$ cat config.mk
export PLATFORM = sky130hd
export DESIGN_NAME = keypad_scanner
export DESIGN_NICKNAME = d
export VERILOG_FILES = /design/src/rtl/keypad_scanner.sv
export SDC_FILE = /design/constraint.sdc
export NUM_CORES = 1
export LEC_CHECK = 0
export CORE_MARGIN = 2
export CORE_UTILIZATION = 61
export CTS_BUF_LIST = sky130_fd_sc_hd__clkbuf_2 sky130_fd_sc_hd__clkbuf_4 sky130_fd_sc_hd__clkbuf_8
export CTS_CLUSTER_DIAMETER = 30
export DETAILED_ROUTE_END_ITERATION = 12
export GPL_TIMING_DRIVEN = 0
export PLACE_DENSITY = 0.85
export SLEW_MARGIN = 20
export SYNTH_ARGS = -nofsm -noshare
export SYNTH_HDL_FRONTEND = slang
export SYNTH_SLANG_ARGS = --single-unit
$ cat constraint.sdc
create_clock -name clk -period 3.7 [get_ports clk]
set_input_delay 0.37 -clock clk [delete_from_list [all_inputs] [get_ports clk]]
set_output_delay 0.37 -clock clk [all_outputs]
set_load 0.01 [all_outputs]
$ cat src/rtl/keypad_scanner.sv
`default_nettype none
// ============================================================================
// Module      : keypad_scanner
// Description : 4x4 matrix keypad scanner with debounce. It drives one
//               active-low column at a time, samples the synchronized row
//               lines, debounces a press, and then reports it for a single
//               cycle. After a report it waits for a debounced release before
//               it scans again, so a held key is reported only once.
// Ports       : clk        - single clock, rising edge
//               rst        - synchronous active-high reset
//               rows_n[3:0]- active-low row sense lines (asynchronous)
//               col_n[3:0] - active-low one-hot column drive (registered)
//               key_out[4:0]- key code (col*4+row) in the report cycle,
//                             IDLE_CODE at all other times (registered)
//               key_valid  - high only in the report cycle (registered)
// Revision    : 1.0 - initial release
// ============================================================================
module keypad_scanner #(
  parameter int unsigned SCAN_DIV   = 4,
  parameter int unsigned DEB_CYCLES = 8,
  parameter logic [4:0]  IDLE_CODE  = 5'd21
) (
  input  logic       clk,
  input  logic       rst,
  input  logic [3:0] rows_n,
  output logic [3:0] col_n,
  output logic [4:0] key_out,
  output logic       key_valid
);

  localparam int unsigned SCAN_W = (SCAN_DIV > 1) ? $clog2(SCAN_DIV) : 1;
  localparam int unsigned DEB_W  = $clog2(DEB_CYCLES + 1);

  localparam logic [SCAN_W-1:0] SCAN_LAST = SCAN_W'(SCAN_DIV - 1);
  localparam logic [DEB_W-1:0]  DEB_LAST  = DEB_W'(DEB_CYCLES);
  localparam logic [3:0]        ROWS_IDLE = 4'b1111;

  typedef enum logic [1:0] {
    SCAN     = 2'd0,
    DEBOUNCE = 2'd1,
    REPORT   = 2'd2,
    RELEASE  = 2'd3
  } state_t;

  // --------------------------------------------------------------------------
  // Registers
  // --------------------------------------------------------------------------
  state_t            state_q,    state_d;
  logic [1:0]        col_idx_q,  col_idx_d;
  logic [SCAN_W-1:0] scan_cnt_q, scan_cnt_d;
  logic [DEB_W-1:0]  deb_cnt_q,  deb_cnt_d;
  logic [3:0]        cap_rows_q, cap_rows_d;
  logic [3:0]        cap_code_q, cap_code_d;
  logic [3:0]        col_n_q,    col_n_d;
  logic [4:0]        key_out_q,  key_out_d;
  logic              key_valid_q, key_valid_d;

  // Two-flop synchronizer; rs_q is the only view of the rows used below.
  logic [3:0]        sync1_q;
  logic [3:0]        rs_q;

  // Combinational helpers
  logic [1:0]        row_idx_w;
  logic [DEB_W-1:0]  deb_next_w;

  // --------------------------------------------------------------------------
  // Row synchronizer
  // --------------------------------------------------------------------------
  always_ff @(posedge clk) begin
    if (rst) begin
      sync1_q <= ROWS_IDLE;
      rs_q    <= ROWS_IDLE;
    end else begin
      sync1_q <= rows_n;
      rs_q    <= sync1_q;
    end
  end

  // --------------------------------------------------------------------------
  // Lowest-index active row wins when several rows are low. The loop runs
  // from high to low so the last assignment is the lowest index.
  // --------------------------------------------------------------------------
  always_comb begin
    row_idx_w = 2'd0;
    for (int i = 3; i >= 0; i--) begin
      if (!rs_q[i]) begin
        row_idx_w = 2'(i);
      end
    end
  end

  // The stored counter never exceeds DEB_CYCLES-1; the terminal value only
  // exists on this wire, which is compared and then discarded.
  assign deb_next_w = deb_cnt_q + DEB_W'(1);

  // --------------------------------------------------------------------------
  // Next-state and output logic
  // --------------------------------------------------------------------------
  always_comb begin
    state_d    = state_q;
    col_idx_d  = col_idx_q;
    scan_cnt_d = scan_cnt_q;
    deb_cnt_d  = deb_cnt_q;
    cap_rows_d = cap_rows_q;
    cap_code_d = cap_code_q;

    case (state_q)
      SCAN: begin
        if (scan_cnt_q == SCAN_LAST) begin
          scan_cnt_d = '0;
          if (rs_q == ROWS_IDLE) begin
            col_idx_d = col_idx_q + 2'd1;
          end else begin
            // Column stays frozen on the pressed key from here on.
            cap_rows_d = rs_q;
            cap_code_d = {col_idx_q, row_idx_w};
            deb_cnt_d  = '0;
            state_d    = DEBOUNCE;
          end
        end else begin
          scan_cnt_d = scan_cnt_q + SCAN_W'(1);
        end
      end

      DEBOUNCE: begin
        if (rs_q == cap_rows_q) begin
          if (deb_next_w == DEB_LAST) begin
            deb_cnt_d = '0;
            state_d   = REPORT;
          end else begin
            deb_cnt_d = deb_next_w;
          end
        end else begin
          // Bounce: give up on this key and move on to the next column.
          deb_cnt_d  = '0;
          scan_cnt_d = '0;
          col_idx_d  = col_idx_q + 2'd1;
          state_d    = SCAN;
        end
      end

      REPORT: begin
        deb_cnt_d = '0;
        state_d   = RELEASE;
      end

      RELEASE: begin
        if (rs_q == ROWS_IDLE) begin
          if (deb_next_w == DEB_LAST) begin
            deb_cnt_d  = '0;
            scan_cnt_d = '0;
            col_idx_d  = col_idx_q + 2'd1;
            state_d    = SCAN;
          end else begin
            deb_cnt_d = deb_next_w;
          end
        end else begin
          // Any key still down (including a second key) restarts the wait.
          deb_cnt_d = '0;
        end
      end

      default: begin
        state_d = SCAN;
      end
    endcase

    // Outputs are registered so they line up with the REPORT state itself.
    key_valid_d = (state_d == REPORT);
    key_out_d   = (state_d == REPORT) ? {1'b0, cap_code_d} : IDLE_CODE;
    col_n_d     = ~(4'b0001 << col_idx_d);
  end

  // --------------------------------------------------------------------------
  // State register
  // --------------------------------------------------------------------------
  always_ff @(posedge clk) begin
    if (rst) begin
      state_q     <= SCAN;
      col_idx_q   <= 2'd0;
      scan_cnt_q  <= '0;
      deb_cnt_q   <= '0;
      cap_rows_q  <= ROWS_IDLE;
      cap_code_q  <= 4'd0;
      col_n_q     <= 4'b1110;
      key_out_q   <= IDLE_CODE;
      key_valid_q <= 1'b0;
    end else begin
      state_q     <= state_d;
      col_idx_q   <= col_idx_d;
      scan_cnt_q  <= scan_cnt_d;
      deb_cnt_q   <= deb_cnt_d;
      cap_rows_q  <= cap_rows_d;
      cap_code_q  <= cap_code_d;
      col_n_q     <= col_n_d;
      key_out_q   <= key_out_d;
      key_valid_q <= key_valid_d;
    end
  end

  assign col_n     = col_n_q;
  assign key_out   = key_out_q;
  assign key_valid = key_valid_q;

endmodule
`default_nettype wire

==> summary.txt, run 1 <==
Logic synthesis
  • Compound-Gate Fraction of Synth Area: 0.190
  • Simple logic cell fraction of the synthesized area: 0.224
  • Synth Area in Adders: 0.0169
  • Syn nets: 156
  • XOR/XNOR Fraction of Synth Area: 0.0448
  • Post-synthesis register bit count: 36
  • Predominant post-synthesis flop cell: dfxtp_1
  • Cell count after synthesis: 148
  • Register area share after synthesis: 0.487
  • Mapped Avg Cell Area: 9.99 um2
  • Async set-or-reset flop fraction in the synthesized netlist: 0
  • Synth unique cells: 43
  • Largest family of logic cells by synthesized area: simple AND/OR/NAND/NOR gates
  • Share of synthesized area spent on multiplexers: 0.0135
  • Number of enable flip-flop cells after synthesis: 0
  • Yosys warns: 0
  • Synth Cell Area: 1480 um2

Clock network
  • Number of buffers created by CTS: 5
  • Post-CTS Repair Setup Buffers: 0
  • CTS Root Cell: clkbuf_4
  • CTS sink count: 36
  • Clk slew on worst S/H paths: 0.11 ns
  • CTS max path bufs: 2
  • Clk Latency, worst-skew pair: 0.34 ns
  • Hold-fix buffers at CTS: 0
  • CTS tree: built
  • CTS resizes: 0
  • CTS H-tree depth: 2

STA
  • Fmax: 498 MHz
  • Unrepaired setup endpoints after global routing: no
  • Clk_skew: 0.00247 ns
  • Tcrit/Tclk final: 0.542
  • Final Hold Fails: 0
  • Slew @ Worst Pin: 0.523 ns
  • Final Critical Period: 2.01 ns
  • TNS Setup: 0 ns
  • Final setup violation count: 0
  • Max-slew violations: 0
  • Max_slew headroom: 0.651

Critical path
  • CP Launch Type: register
  • WS Path Type: register to register
  • CP top delay family: simple AND/OR/NAND/NOR gates
  • Most frequent CP cell: or3b_1
  • Crit path largest cell delay: 0.37 ns
  • Crit-path cells: ha_1 -> or3b_1 -> buf_2 -> nor2_2 -> a211oi_4 -> xnor2_1 -> or3b_1
  • CP required: 3.93 ns
  • CP endpoint kind: register
  • CP Buf/Inv Count: 1
  • WP data arrival: 2.24 ns
  • Crit-path max FO: 9
  • R2R setup slack: 1.69 ns
  • Crit path max-delay cell type: dfxtp_1

Power and ir drop
  • Pwr dens: 403 nW/um2
  • P_int: 0.000527 W
  • Flop pwr share: 0.582
  • Net Switching: 0.000171 W
  • Design Power: 0.000697 W
  • Switching share of power: 0.245
  • Worst VDD drop: 0.000412 V
  • Lkg Pwr: 0.619 nW
  • Clk pwr share: 0.333
  • Comb pwr share: 0.084

Die
  • Core footprint: 2250 um2
  • Total die area: 2830 um2
  • Die Y: 53.2 um
  • I/O pins: 16
  • Width of the die: 53.2 um
  • Initial Util: 0.656
  • # rows: 17

Cells and area
  • FILL cells: 152
  • Nets@finish: 178
  • Post-layout util: 0.767
  • Area Growth Syn to Fin: 17.0%
  • Share of layout cells above drive strength 1: 0.199
  • Diode count: 0

Run
  • Max-Cap Viols: 0

Global route
  • Largest net degree at the start of global routing: 12
  • Vias in the first global route: 1082
  • Initial antenna violation count: 0
  • First-pass GRT wire length: 4710 um
  • Tot GR Track Use: 0.242
  • Grt ovf: 0

Place
  • DPL Wire Length: 2150 um
  • Gpl congestion: 0.806
  • Count of buffers from port buffering: 15

Routing
  • Total Wirelength: 2940 um
  • Post-detailed-route via-to-cell ratio: 5.52
  • DR DRC count: 0
  • First-pass iteration count of the detailed router: 4
  • ANT nets after route: 0
  • Drt initial violations: 24
  • Routed length per placed instance: 14.8 um
  • Routed vias: 1098

Status
  • Outcome: completed

Worst hold path
  • Hold/Removal Path Class: register to register
[cell type report]
class / instances / area [um2] / area share
repair buffers: 15 / 150 / 0.0868
multi-input cells: 104 / 723 / 0.418
well taps: 28 / 35.0 / 0.0202
inverters: 4 / 15.0 / 0.00868
clock inverters: 1 / 7.51 / 0.00434
plain buffers: 4 / 20.0 / 0.0116
clock buffers: 7 / 58.8 / 0.0340
flip-flops and latches: 36 / 721 / 0.416
[worst paths after layout]
check / from / to / cells after the start
worst max-delay path: scan_cnt_q[0]$_SDFFE_PP0P_ / col_n[3]$_SDFF_PP1_ / 7
worst min-delay path: sync1_q[1]$_SDFF_PP1_ / rs_q[1]$_SDFF_PP1_ / 1
worst max register to register: scan_cnt_q[0]$_SDFFE_PP0P_ / col_n[3]$_SDFF_PP1_ / 7
worst min register to register: sync1_q[1]$_SDFF_PP1_ / rs_q[1]$_SDFF_PP1_ / 1
[per-layer routing]
layer / up-vias / GRT usage / part of all wire
met5: - / 0 / 0
met4: 0 / 0.120 / 0.015
met3: 6 / 0.102 / 0.044
met2: 23 / 0.385 / 0.49
met1: 515 / 0.276 / 0.45
li1: 554 / - / -
[placed cells by master (no fill, tap or decap), types with 3 or more instances in the layout]
master | Yosys | final
dfxtp_1 | 36 | 36
nor2_1 | 19 | 19
clkdlybuf4s50_1 | 0 | 15
or2_2 | 8 | 8
nand2_1 | 7 | 7
a21oi_1 | 6 | 6
clkbuf_4 | 0 | 6
nor2b_1 | 5 | 5
o22ai_1 | 4 | 4
nand2b_1 | 4 | 4
nand3b_1 | 4 | 4
o21bai_1 | 3 | 3
o21ai_0 | 3 | 3
inv_1 | 3 | 3
xnor2_2 | 3 | 3
[cells by family (layout without fill, tap and decap cells)]
logic type                 Yosys count  in the layout
adders and majority gates            2              2
DFF                                 36             36
xor gates and xnor gates             5              5
AOI/OAI and AO/OA                   34             34
buffers and inverters                8             31
and+or+nand+nor                     61             61
muxes                                2              2
[sequential cells by signal, summed over array words and instances, names as in the netlist]
signal	count
rs_q	4
state_q	2
deb_cnt_q	4
sync1_q	4
key_valid	1
cap_rows_q	4
key_out	5
cap_code_q	4
col_n	4
col_idx_q	2
scan_cnt_q	2
[synthesized netlist by cell type, types with 3 or more instances]
cell type	n	area share
a21oi_1	6	0.020
dfxtp_1	36	0.49
inv_1	3	0.0076
nand2_1	7	0.018
nand2b_1	4	0.017
nand3b_1	4	0.020
nor2_1	19	0.048
nor2b_1	5	0.021
o21ai_0	3	0.010
o21bai_1	3	0.015
o22ai_1	4	0.017
or2_2	8	0.034
xnor2_2	3	0.033
[power by group through the flow]
| stage | registers, W | clock network (W) | logic, W |
|---|---|---|---|
| 2_1_floorplan | 0.000414 | 0 | 0.0000393 |
| 3_3_place_gp | 0.000415 | 0 | 0.0000550 |
| 3_5_place_dp | 0.000415 | 0 | 0.0000580 |
| 4_1_cts | 0.000406 | 0.000235 | 0.0000591 |
| 5_1_grt | 0.000407 | 0.000251 | 0.0000642 |
| 6_report | 0.000406 | 0.000232 | 0.0000588 |
[per-stage QoR]
stage	hold slack, ns	std cells	cell area, um2	worst slack (ns)
after floorplan	0.389	148	1480	1.86
after global placement	0.393	191	1660	1.76
after detailed placement	0.403	191	1660	1.74
after CTS	0.425	199	1730	1.70
after global routing	0.428	199	1730	1.59
final	0.428	199	1730	1.69
[worst register-to-register path: stages (launching register included)]
cell and delay (ns):
dfxtp_1 0.37, ha_1 0.22, or3b_1 0.35, buf_2 0.18, nor2_2 0.16, a211oi_4 0.09, xnor2_1 0.18, or3b_1 0.35
Note: power is estimated with default switching activity, not from simulation.
==> run 2: changes to the inputs <==
--- a/config.mk
+++ b/config.mk
@@ -6,12 +6,12 @@
 export NUM_CORES = 1
 export LEC_CHECK = 0
 export CORE_MARGIN = 2
-export CORE_UTILIZATION = 61
+export CORE_UTILIZATION = 52
 export CTS_BUF_LIST = sky130_fd_sc_hd__clkbuf_2 sky130_fd_sc_hd__clkbuf_4 sky130_fd_sc_hd__clkbuf_8
 export CTS_CLUSTER_DIAMETER = 30
 export DETAILED_ROUTE_END_ITERATION = 12
 export GPL_TIMING_DRIVEN = 0
-export PLACE_DENSITY = 0.85
+export PLACE_DENSITY = 0.77
 export SLEW_MARGIN = 20
 export SYNTH_ARGS = -nofsm -noshare
 export SYNTH_HDL_FRONTEND = slang
==> constraint.sdc (replaced) <==
create_clock -name clk -period 1.7 [get_ports clk]
set_input_delay 0.17 -clock clk [delete_from_list [all_inputs] [get_ports clk]]
set_output_delay 0.17 -clock clk [all_outputs]
set_load 0.01 [all_outputs]
==> summary.txt, run 2 (synthesis results as in run 1) <==
Die
  • Core footprint: 2730 um2
  • # rows: 19
  • I/O pins: 16
  • Width of the die: 57.3 um
  • Total die area: 3290 um2
  • Initial Util: 0.541
  • Die Y: 57.3 um

Clock network
  • Clk slew on worst S/H paths: 0.11 ns
  • Number of buffers created by CTS: 5
  • CTS tree: built
  • CTS sink count: 36
  • CTS max path bufs: 2
  • Hold-fix buffers at CTS: 0
  • Clk Latency, worst-skew pair: 0.34 ns
  • CTS Root Cell: clkbuf_4
  • CTS H-tree depth: 2

Power and ir drop
  • Design Power: 0.00167 W
  • Worst VDD drop: 0.000857 V
  • Lkg Pwr: 0.733 nW
  • Pwr dens: 830 nW/um2

Place
  • Placed cell area: 1690 um2
  • Gpl congestion: 0.750
  • Cells after DPL: 194
  • Count of buffers from port buffering: 15
  • DPL Wire Length: 2030 um

Cells and area
  • Max reg flops: 5
  • Area Growth Syn to Fin: 35.9%
  • Share of layout cells above drive strength 1: 0.382
  • Design Area, Final: 2010 um2
  • Post-layout util: 0.735
  • Non-filler cells, final: 217
  • Most frequent cells in the layout: dfxtp_1, nor2_1, buf_4
  • Nets@finish: 193
  • Diode count: 0
  • Commonest non-fill, non-tap cell in the layout: dfxtp_1

Global route
  • Vias in the first global route: 1180
  • Largest net degree at the start of global routing: 13
  • First-pass GRT wire length: 4820 um
  • Grt ovf: 0
  • Initial antenna violation count: 0
  • Tot GR Track Use: 0.194

Status
  • Outcome: finished with violations
  • Violated checks: negative setup slack

STA
  • Max_slew headroom: 0.703
  • Fmax: 560 MHz
  • Tcrit/Tclk final: 1.05
  • Slew @ Worst Pin: 0.445 ns
  • Final WS setup: -0.0857 ns
  • Unrepaired setup endpoints after global routing: yes
  • TNS Setup: -0.161 ns
  • Clk_skew: 0.00699 ns
  • Max-slew violations: 0
  • Final Hold Fails: 0
  • Final setup violation count: 3
  • Final Critical Period: 1.79 ns

Routing
  • Routed vias: 1208
  • ANT nets after route: 0
  • Total Wirelength: 3100 um
  • Drt initial violations: 36
  • First-pass iteration count of the detailed router: 4
  • Routed length per placed instance: 14.3 um
  • DR DRC count: 0
  • Post-detailed-route via-to-cell ratio: 5.57

Critical path
  • CP Launch Type: register
  • WP data arrival: 2.02 ns
  • WS Path Type: register to register
  • CP required: 1.93 ns
  • Crit-path max FO: 4
  • CP endpoint kind: register

Run
  • Max-Cap Viols: 0

Worst hold path
  • Hold/Removal Path Class: input port to register
-- run 2: path summary, 6_finish.rpt --
path	from	to	slack (ns)	cells after the start
min reg2reg	sync1_q[3]$_SDFF_PP1_	rs_q[3]$_SDFF_PP1_	0.42	1
max reg2reg	scan_cnt_q[0]$_SDFFE_PP0P_	col_n[3]$_SDFF_PP1_	-0.09	6
min	rows_n[0]	sync1_q[0]$_SDFF_PP1_	0.39	2
max	scan_cnt_q[0]$_SDFFE_PP0P_	col_n[3]$_SDFF_PP1_	-0.09	6
-- run 2: through the flow --
| stage | hold slack [ns] | setup slack (ns) |
|---|---|---|
| floorplan | 0.274 | -0.0325 |
| CTS | 0.371 | -0.0828 |
| global route | 0.375 | -0.128 |
| detailed placement | 0.394 | -0.169 |
| global placement | 0.391 | -0.107 |
| finish | 0.386 | -0.0857 |
-- run 2: cell type report --
type | count | area [um2]
Multi-Input combinational cell | 104 | 831
Sequential cell | 36 | 747
Fill cell | 194 | 724
Timing Repair Buffer | 31 | 283
Clock inverter | 3 | 42.5
Tap cell | 31 | 38.8
Clock buffer | 5 | 37.5
Buffer | 3 | 15.0
Inverter | 4 | 15.0
-- run 2: worst max-delay path, stage by stage, from the launching register on --
cell and delay, ns:
dfxtp_2 0.37, ha_4 0.14, or3b_4 0.42, nor2_4 0.14
a211oi_4 0.06, xnor2_2 0.16, or3b_1 0.37
-- run 2: metal layers --
metal	vias to the layer above	part of all wire	track usage
li1	586	-	-
met1	591	0.41	0.193
met2	25	0.52	0.355
met3	6	0.045	0.0476
met4	0	0.015	0.126
met5	-	0	0
-- run 2: report_power, final --
part / switching [W] / internal, W
Clock: 0.000285 / 0.000306
Sequential: 0.0000205 / 0.000862
Combinational: 0.0000867 / 0.000107
-- run 2: timing repair --
item / in CTS / in global routing
buffers inserted: 7 / 10
hold endpoints to repair: 0 / 0
gates cloned: 0 / 0
resized for setup: 7 / 25
endpoints found under the setup margin: 12 / 17
pin swaps: 3 / 11
==> run 3: changes to the inputs <==
--- a/config.mk
+++ b/config.mk
@@ -5,6 +5,7 @@
 export SDC_FILE = /design/constraint.sdc
 export NUM_CORES = 1
 export LEC_CHECK = 0
+export CORE_ASPECT_RATIO = 0.75
 export CORE_MARGIN = 2
 export CORE_UTILIZATION = 52
 export CTS_BUF_LIST = sky130_fd_sc_hd__clkbuf_2 sky130_fd_sc_hd__clkbuf_4 sky130_fd_sc_hd__clkbuf_8
==> summary.txt, run 3 (synthesis results as in run 1) <==
Clock network
  • CTS max path bufs: 2
  • Clk slew on worst S/H paths: 0.07 ns
  • Number of buffers created by CTS: 5
  • CTS sink count: 36
  • CTS tree: built
  • Clk Latency, worst-skew pair: 0.28 ns
  • Hold-fix buffers at CTS: 0
  • CTS H-tree depth: 2
  • CTS Root Cell: clkbuf_8

Routing
  • Post-detailed-route via-to-cell ratio: 5.45
  • First-pass iteration count of the detailed router: 4
  • Total Wirelength: 3080 um
  • DR DRC count: 0
  • Routed length per placed instance: 14.5 um
  • ANT nets after route: 0
  • Drt initial violations: 57
  • Routed vias: 1161

Cells and area
  • Area Growth Syn to Fin: 26.9%
  • Most frequent cells in the layout: dfxtp_1, nor2_1, clkdlybuf4s50_1
  • Share of layout cells above drive strength 1: 0.299
  • Design Area, Final: 1880 um2
  • Non-filler cells, final: 213
  • Max reg flops: 5
  • Commonest non-fill, non-tap cell in the layout: dfxtp_1
  • Diode count: 0
  • Nets@finish: 184
  • FILL cells: 195

Worst hold path
  • Min-Delay Endpoint: rs_q[2]$_SDFF_PP1_
  • Hold Path Depth: 1
  • Hold/Removal Path Class: register to register
  • Hold Path Origin: sync1_q[2]$_SDFF_PP1_

STA
  • Slew @ Worst Pin: 0.516 ns
  • Max_slew headroom: 0.656
  • Final Hold Fails: 0
  • Fmax: 566 MHz
  • Final Critical Period: 1.77 ns
  • Max-slew violations: 0
  • Final setup violation count: 5
  • Clk_skew: 0.00273 ns
  • Final WS setup: -0.0659 ns
  • Unrepaired setup endpoints after global routing: yes
  • Tcrit/Tclk final: 1.04
  • Worst hold slack: 0.412 ns

Global route
  • Grt ovf: 0
  • GR Util met1: 0.277
  • First-pass GRT wire length: 5300 um
  • Vias in the first global route: 1165
  • Grt peak-use layer: met2
  • Met2 usage: 0.357
  • Grt met3 use: 0.0740
  • Largest net degree at the start of global routing: 12
  • Tot GR Track Use: 0.218
  • Initial antenna violation count: 0

Critical path
  • Register-to-Register Path Depth: 6
  • WP data arrival: 1.93 ns
  • Crit path largest cell delay: 0.41 ns
  • CP endpoint kind: register
  • Crit path max-delay cell type: or3b_4
  • R2R setup slack: -0.07 ns
  • CP Launch Type: register
  • Crit-path max FO: 3
  • Crit-path cells: ha_4 -> or3b_4 -> nor2_4 -> a211oi_4 -> xnor2_2 -> or3b_1
  • Critical R2R Launch: scan_cnt_q[0]$_SDFFE_PP0P_
  • WS Path Type: register to register
  • R2R Path End: col_n[3]$_SDFF_PP1_
  • CP required: 1.86 ns

Die
  • I/O pins: 16
  • Die Y: 50.2 um
  • Initial Util: 0.555
  • Core footprint: 2660 um2
  • Total die area: 3290 um2
  • Width of the die: 65.6 um
  • # rows: 16

Status
  • Violated checks: negative setup slack
  • Outcome: finished with violations

Place
  • Cells after DPL: 199
  • Pre-CTS setup slack: -0.192 ns
  • Placed cell area: 1700 um2
  • Gpl congestion: 0.833
  • Count of buffers from port buffering: 15
  • DPL Wire Length: 2100 um

Power and ir drop
  • Lkg Pwr: 0.671 nW
  • Pwr dens: 896 nW/um2
  • Worst VDD drop: 0.000723 V

Run
  • Max-Cap Viols: 0
run 3: area by class of cell:
type,instances,area [um2],area share
tap,36,45.0,0.0240
sequential,36,729,0.389
multi-input combinational,104,772,0.411
inverter,4,15.0,0.00800
buffer,3,15.0,0.00800
clock inverter,1,7.51,0.00400
timing repair buffer,22,203,0.108
clock buffer,7,90.1,0.0480
run 3: layer usage:
metal / part of all wire / up-vias
li1: - / 570
met3: 0.056 / 5
met1: 0.46 / 553
met2: 0.48 / 33
met5: 0 / -
met4: 0.0091 / 0
run 3: worst max path at each step:
stage,start,endpoint,slack (ns),cells past startpoint
after detailed placement,rs_q[2]$_SDFF_PP1_,col_n[3]$_SDFF_PP1_,-0.19,5
after global placement,scan_cnt_q[0]$_SDFFE_PP0P_,col_n[3]$_SDFF_PP1_,-0.12,7
after floorplan,scan_cnt_q[1]$_SDFFE_PP0P_,col_n[3]$_SDFF_PP1_,-0.03,7
after CTS,scan_cnt_q[1]$_SDFFE_PP0P_,col_n[3]$_SDFF_PP1_,-0.11,7
final,scan_cnt_q[0]$_SDFFE_PP0P_,col_n[3]$_SDFF_PP1_,-0.07,6
after global routing,scan_cnt_q[0]$_SDFFE_PP0P_,col_n[3]$_SDFF_PP1_,-0.15,6
run 3: worst max-delay path, delay by kind of cell, from the launching register on:
family	cells	cell delay, ns
xor gates and xnor gates	1	0.16
and+or+nand+nor	3	0.92
DFF	1	0.36
adders and majority gates	1	0.14
AOI/OAI and AO/OA	1	0.07
run 3: per-stage QoR:
stage / utilization / total power (W) / setup TNS (ns)
floorplan: - / 0.000997 / -0.0446
global placement: 0.639 / 0.00103 / -0.728
detailed placement: 0.639 / 0.00104 / -1.37
CTS: 0.704 / 0.00169 / -0.327
global route: 0.705 / 0.00176 / -0.897
finish: 0.705 / 0.00168 / -0.139
run 3: where the power goes:
part	total [W]	internal (W)	switching, W
Combinational	0.000156	0.0000820	0.0000745
Clock	0.000635	0.000345	0.000290
Sequential	0.000891	0.000869	0.0000220
Total	0.00168	0.00130	0.000387
run 3: timing repair:
item | 4_1_cts | 5_1_grt
pin swaps | 7 | 6
gates resized for setup | 7 | 5
hold endpoints to repair | 0 | 0
setup endpoints to repair | 12 | 17
gates cloned | 0 | 0
buffers inserted | 7 | 0
